**src/rtl/spi_awaiba_pkg.sv**
```systemverilog
// Shared constants and state type for the Awaiba-style SPI register responder.
package spi_awaiba_pkg;

  localparam logic [7:0] READ_CMD      = 8'd15;
  localparam logic [4:0] CMD_BITS      = 5'd16;
  localparam logic [4:0] RD_FIRST_RISE = 5'd20;
  localparam logic [4:0] RD_BITS       = 5'd8;

  typedef enum logic [1:0] {
    IDLE  = 2'd0,
    SHIFT = 2'd1,
    READ  = 2'd2
  } state_e;

endpackage

```
**src/rtl/spi_sync_edge.sv**
```systemverilog
// Two-flop synchronizer for one asynchronous SPI pin, with rise/fall detect
// taken between the second and third stage.
module spi_sync_edge (
  input  logic clk,
  input  logic res,
  input  logic din,
  output logic level,
  output logic rise,
  output logic fall
);

  logic [2:0] sync_q, sync_d;

  always_comb begin
    sync_d = {sync_q[1:0], din};
  end

  always_ff @(posedge clk) begin
    if (res) begin
      sync_q <= '0;
    end else begin
      sync_q <= sync_d;
    end
  end

  assign level = sync_q[1];
  assign rise  = sync_q[1] & ~sync_q[2];
  assign fall  = ~sync_q[1] & sync_q[2];

endmodule

```
**src/rtl/spi_awaiba_responder.sv**
```systemverilog
// SPI responder for the Awaiba sensor register link: decodes 16-bit LSB-first
// {addr,data} frames, commits writes on cs_n rise, answers addr 15 reads on miso.
//
// state | meaning
// IDLE  | waiting for a selected cs_n fall while armed
// SHIFT | collecting the 16 command bits, later rises ignored
// READ  | read decoded, returning the latched byte at rises 20..27
module spi_awaiba_responder
  import spi_awaiba_pkg::*;
#(
  parameter int         REG_COUNT = 16,
  parameter logic       SIDE      = 1'b0,
  parameter logic [7:0] RESET_VAL = 8'h00
) (
  input  logic                   clk,
  input  logic                   res,
  input  logic                   sclk,
  input  logic                   cs_n,
  input  logic                   mosi,
  input  logic                   spi_abn_cdp,
  output logic                   miso,
  output logic [REG_COUNT*8-1:0] regs,
  output logic                   wr_stb,
  output logic [7:0]             wr_addr,
  output logic [7:0]             wr_data,
  output logic                   rd_stb,
  output logic                   frame_err
);

  logic sclk_rise, sclk_fall, sclk_lvl;
  logic cs_lvl, cs_rise, cs_fall;
  logic mosi_lvl, mosi_rise, mosi_fall;
  logic side_lvl, side_rise, side_fall;
  logic unused_edges;

  spi_sync_edge u_sync_sclk (.clk(clk), .res(res), .din(sclk),
                             .level(sclk_lvl), .rise(sclk_rise), .fall(sclk_fall));
  spi_sync_edge u_sync_cs   (.clk(clk), .res(res), .din(cs_n),
                             .level(cs_lvl), .rise(cs_rise), .fall(cs_fall));
  spi_sync_edge u_sync_mosi (.clk(clk), .res(res), .din(mosi),
                             .level(mosi_lvl), .rise(mosi_rise), .fall(mosi_fall));
  spi_sync_edge u_sync_side (.clk(clk), .res(res), .din(spi_abn_cdp),
                             .level(side_lvl), .rise(side_rise), .fall(side_fall));

  assign unused_edges = ^{sclk_lvl, sclk_fall, mosi_rise, mosi_fall, side_rise, side_fall};

  state_e      state_q, state_d;
  logic [4:0]  rise_q, rise_d;
  logic [15:0] shift_q, shift_d;
  logic        miso_q, miso_d;
  logic        arm_q, arm_d;
  logic [7:0]  rd_byte_q, rd_byte_d;
  logic        wr_stb_q, wr_stb_d;
  logic [7:0]  wr_addr_q, wr_addr_d;
  logic [7:0]  wr_data_q, wr_data_d;
  logic        rd_stb_q, rd_stb_d;
  logic        frame_err_q, frame_err_d;
  logic [7:0]  regs_q [REG_COUNT];
  logic [7:0]  regs_d [REG_COUNT];

  logic [15:0] frame_now;
  logic [7:0]  lookup_byte;

  always_comb begin
    state_d     = state_q;
    rise_d      = rise_q;
    shift_d     = shift_q;
    miso_d      = miso_q;
    arm_d       = arm_q | cs_lvl;
    rd_byte_d   = rd_byte_q;
    wr_stb_d    = 1'b0;
    wr_addr_d   = wr_addr_q;
    wr_data_d   = wr_data_q;
    rd_stb_d    = 1'b0;
    frame_err_d = 1'b0;
    regs_d      = regs_q;

    // Frame including the bit arriving this clock, so the read decode at bit 15 sees it.
    frame_now = shift_q;
    if (rise_q < CMD_BITS) begin
      frame_now[rise_q[3:0]] = mosi_lvl;
    end

    lookup_byte = 8'h00;
    for (int k = 0; k < REG_COUNT; k++) begin
      if (frame_now[7:0] == 8'(k)) lookup_byte = regs_q[k];
    end

    case (state_q)
      IDLE: begin
        miso_d = 1'b0;
        rise_d = 5'd0;
        if (cs_fall && (side_lvl == SIDE) && arm_q) begin
          state_d = SHIFT;
          shift_d = '0;
        end
      end
      SHIFT: begin
        if (cs_rise) begin
          state_d = IDLE;
          if (rise_q >= CMD_BITS) begin
            for (int k = 0; k < REG_COUNT; k++) begin
              if ((shift_q[15:8] == 8'(k)) && (shift_q[15:8] != READ_CMD)) begin
                regs_d[k] = shift_q[7:0];
                wr_stb_d  = 1'b1;
                wr_addr_d = shift_q[15:8];
                wr_data_d = shift_q[7:0];
              end
            end
          end else begin
            frame_err_d = 1'b1;
          end
        end else if (sclk_rise) begin
          shift_d = frame_now;
          if (rise_q != 5'd31) rise_d = rise_q + 5'd1;
          if ((rise_q == CMD_BITS - 5'd1) && (frame_now[15:8] == READ_CMD)) begin
            state_d   = READ;
            rd_stb_d  = 1'b1;
            rd_byte_d = lookup_byte;
          end
        end
      end
      READ: begin
        if (cs_rise) begin
          state_d = IDLE;
          miso_d  = 1'b0;
        end else if (sclk_rise) begin
          if (rise_q != 5'd31) rise_d = rise_q + 5'd1;
          if ((rise_q >= RD_FIRST_RISE) && (rise_q < RD_FIRST_RISE + RD_BITS)) begin
            miso_d = rd_byte_q[3'(rise_q - RD_FIRST_RISE)];
          end else begin
            miso_d = 1'b0;
          end
        end
      end
      default: state_d = IDLE;
    endcase
  end

  always_ff @(posedge clk) begin
    if (res) begin
      state_q     <= IDLE;
      rise_q      <= 5'd0;
      shift_q     <= '0;
      miso_q      <= 1'b0;
      arm_q       <= 1'b0;
      rd_byte_q   <= 8'h00;
      wr_stb_q    <= 1'b0;
      wr_addr_q   <= 8'h00;
      wr_data_q   <= 8'h00;
      rd_stb_q    <= 1'b0;
      frame_err_q <= 1'b0;
      for (int k = 0; k < REG_COUNT; k++) regs_q[k] <= RESET_VAL;
    end else begin
      state_q     <= state_d;
      rise_q      <= rise_d;
      shift_q     <= shift_d;
      miso_q      <= miso_d;
      arm_q       <= arm_d;
      rd_byte_q   <= rd_byte_d;
      wr_stb_q    <= wr_stb_d;
      wr_addr_q   <= wr_addr_d;
      wr_data_q   <= wr_data_d;
      rd_stb_q    <= rd_stb_d;
      frame_err_q <= frame_err_d;
      regs_q      <= regs_d;
    end
  end

  for (genvar g = 0; g < REG_COUNT; g++) begin : g_regs
    assign regs[8*g +: 8] = regs_q[g];
  end

  assign miso      = miso_q;
  assign wr_stb    = wr_stb_q;
  assign wr_addr   = wr_addr_q;
  assign wr_data   = wr_data_q;
  assign rd_stb    = rd_stb_q;
  assign frame_err = frame_err_q;

endmodule
```
**config.mk**
```make
export PLATFORM = sky130hd
export DESIGN_NAME = spi_awaiba_responder
export DESIGN_NICKNAME = d
export VERILOG_FILES = /design/src/rtl/spi_awaiba_pkg.sv /design/src/rtl/spi_sync_edge.sv /design/src/rtl/spi_awaiba_responder.sv
export SDC_FILE = /design/constraint.sdc
export NUM_CORES = 1
export LEC_CHECK = 0
export ABC_AREA = 1
export ABC_CLOCK_PERIOD_IN_PS = 4300
export CORE_MARGIN = 4
export CORE_UTILIZATION = 56
export DETAILED_ROUTE_END_ITERATION = 6
export GPL_ROUTABILITY_DRIVEN = 0
export HOLD_SLACK_MARGIN = 0.15
export PLACE_DENSITY = 0.92
export SYNTH_ARGS = -nofsm -noshare
export SYNTH_HDL_FRONTEND = slang
export SYNTH_SLANG_ARGS = --single-unit
```
**constraint.sdc**
```tcl
create_clock -name clk -period 4.3 [get_ports clk]
set_clock_uncertainty 0.05 [all_clocks]
set_input_delay 0.86 -clock clk [delete_from_list [all_inputs] [get_ports clk]]
set_output_delay 0.86 -clock clk [all_outputs]
set_load 0.02 [all_outputs]
```
==> metrics.md <==
| Metric | Value |
|---|---|
| Syn Std Cell Area | `8003 sq um` |
| Slowest CP cell | `dfxtp_1` |
| Cells after synthesis | `1081` |
| Layout cells sized above 1 | `5.441%` |
| CP max FO | `9` |
| Worst Setup Start Kind | `register` |
| RSZ-0062 raised after global routing | `false` |
| Vias in the first global route | `7428` |
| Post-CTS Setup Repair Bufs | `0` |
| Status | `complete, but fails checks` |
| Worst r2r src | `rise_q[0]$_SDFFE_PP0P_` |
| Final hold vios | `0` |
| Crit path from | `rise_q[0]$_SDFFE_PP0P_` |
| Final setup violation count | `0` |
| Worst Setup End Kind | `register` |
| Sum Neg Setup Slack | `0 ps` |
| Final Slew Violations | `0` |
| Post-DRT Antenna Nets | `0` |
| Post-synthesis sequential area ratio | `45.53%` |
| Cts repair resizes | `0` |
| CTS tree | `built` |
| Via count | `8317` |
| Starting Density | `57.43%` |
| Post-detail-place hpwl | `16980 microns` |
| Vias/cell | `5.971` |
| Routed length on met2 | `11370 microns` |
| Core area | `13930 sq um` |
| CTS Hold Bufs | `0` |
| GRT Total Usage | `29.84%` |
| Slew headroom | `31.05%` |
| Max Cap Viol | `0` |
| Initial antenna violation count | `0` |
| Htree depth | `4` |
| Seq cells post-synth | `182` |
| Sink Count | `182` |
| Yosys cell types | `39` |
| Hold Crit Class | `reg2reg` |
| Final WS setup | `933.4 ps` |
| DRT Pass-1 Iters | `7` |
| Synth warn | `0` |
| Highest Signal Layer | `met4` |
| Crit path max-delay family | `simple AND/OR/NAND/NOR gates` |
| Worst Path Arrival | `3610 ps` |
| Avg Cell Area, Syn | `7.403 sq um` |
| Area Growth Syn to Fin | `25.63%` |
| Clock Latency Late Sink | `440 ps` |
| CP most frequent cell | `nor2_1` |
| Worst slew pin tran | `1030 ps` |
| Clock Path Buffers | `2` |
| Crit path buf inv count | `2` |
| Total Wirelength | `25040 microns` |
| Failing checks | `DRC` |
| Port-buffer cells | `145` |
| Hold_sp | `u_sync_side.sync_q[0]$_SDFF_PP0_` |
| Clock buffer count from CTS | `17` |
| DP Worst Slack | `1095 ps` |
| IO Count | `154` |
| Layout Nets | `1216` |
| Worst EP required | `4550 ps` |
| Die area | `16270 sq um` |
| Worst path cell trace | `inv_1, ha_1, inv_1, nor2_1, nand2_1, nand2_1, nand2_1, nand2_2, nor2_1, nand2_1, nor2_1, nor2_1, nand4_1, nor2_1, nand4_1, nor2_1, nand4_1, nand2_1, a21oi_1` |
| Final Cycle Share | `78.29%` |
| Rows | `43` |
| ANT cells | `0` |
| Slowest stage delay, CP | `380 ps` |
| Chip width | `127.5 microns` |
| Worst-path clk slew | `60 ps` |
| Die Ht | `127.5 microns` |
| Leak | `3.834 nW` |
| Largest net degree at the start of global routing | `84` |
| Wire per inst | `17.98 microns` |
| Fmax | `0.2970 GHz` |
| First DRT Iteration DRCs | `1311` |
| DR WL met3 | `2991 microns` |
| Root Buffer | `clkbuf_16` |
| P per Cell Area | `473.3 nW/um^2` |
| Grt total ovfl | `0` |
| Kind of critical path | `reg2reg` |
| M1 WL | `9587 microns` |
| DRC | `1` |
| Hold slack | `352.9 ps` |
| Minimum period implied by the final worst setup slack | `3367 ps` |
| Peak supply drop | `0.0004310 V` |
| First-pass GRT wire length | `38750 microns` |
## report_power, final
group          leakage [nW]  internal, mW  switching (mW)
combinational          2.09         0.287            1.09
sequential             1.47          1.77          0.0632
clock                 0.273         0.898           0.645
## per-layer routing
layer / up-vias / track usage (%)
li1: 3861 / -
met1: 3733 / 38.58
met2: 603 / 46.79
met3: 120 / 8.194
met4: 0 / 13.19
met5: - / 0
## metrics by stage
stage	utilization, %	cells	total power, mW	cell area, sq um
floorplan	-	1088	2.848	8029
global placement	68.00	1362	3.151	9475
detailed placement	68.00	1362	3.191	9475
CTS	72.15	1393	4.701	10050
global route	72.15	1393	4.930	10050
finish	72.15	1393	4.758	10050
## area by class of cell
type                            instances  area (sq um)
Clock buffer                           24         481.7
Multi-Input combinational cell        735          3677
Timing Repair Buffer                  153          1506
Inverter                              112         422.9
Sequential cell                       182          3643
Tap cell                              180         225.2
Clock inverter                          7         96.34
Fill cell                            1041          3881
## path summary, 6_finish.rpt
check	to	slack, ps	cells past startpoint
setup reg to reg	rd_byte_q[7]$_SDFFE_PP0P_	930	19
hold reg to reg	u_sync_side.sync_q[1]$_SDFF_PP0_	350	2
hold / removal	u_sync_side.sync_q[1]$_SDFF_PP0_	350	2
setup / recovery	rd_byte_q[7]$_SDFFE_PP0P_	930	19
## worst min-delay path: stages, from the launching register on
cell	delay (ps)
dfxtp_1	300
inv_1	40
nor2_1	30
## synth_stat cells, drive strengths merged
library cell  number  area (sq um)
nor3               5         30.03
clkinv            10         37.54
o22ai              3         18.77
mux2i              2         20.02
o211a              2         20.02
a41oi              1         8.760
nand3             46         230.2
nand2            156         600.6
ha                 9         112.6
nor4b              6         52.55
inv              102         385.4
a21oi            134         670.6
o31ai              1         7.510
conb               1         3.750
and3               1         6.260
a31oi              5         31.28
dfxtp            182          3643
nor4               8         95.09
xor2               1         8.760
a211oi            35         262.8
buf               26         161.4
nor2             151         630.6
clkbuf            33         123.9
a221oi             1         8.760
o21ai            135         675.6
nand4             25         156.4
## layout by cell type (no fill, tap or decap), types with 10 or more instances in the layout
| cell type | Yosys | final |
|---|---|---|
| clkbuf_16 | 0 | 17 |
| clkdlybuf4s50_1 | 0 | 144 |
| a211oi_1 | 35 | 35 |
| nand4_1 | 25 | 25 |
| o21ai_0 | 132 | 132 |
| a21oi_1 | 134 | 134 |
| dfxtp_1 | 182 | 182 |
| nor2_1 | 137 | 137 |
| inv_1 | 95 | 95 |
| nand3_1 | 46 | 46 |
| nor2_2 | 10 | 10 |
| nand2_1 | 152 | 152 |
## flip-flops by register name (all words and copies together) (netlist names), 3 cells and up
register            flops
regs                  120
shift_q                16
rd_byte_q               8
wr_addr                 8
wr_data                 8
rise_q                  5
u_sync_cs.sync_q        3
u_sync_sclk.sync_q      3
## cell families (layout without fill, tap and decap cells)
kind of cell | after synthesis | in the layout | synth area share (%)
AO/OA/AOI/OAI | 317 | 317 | 21.29
XOR/XNOR | 1 | 1 | 0.1095
buffers and inverters | 171 | 296 | 8.849
flip-flops | 182 | 182 | 45.53
multiplexers | 2 | 2 | 0.2502
other | 1 | 8 | 0.04686
adder cells (fa/ha/maj) | 9 | 9 | 1.407
AND/OR/NAND/NOR | 398 | 398 | 22.51
Note: power is estimated with default switching activity, not from simulation.
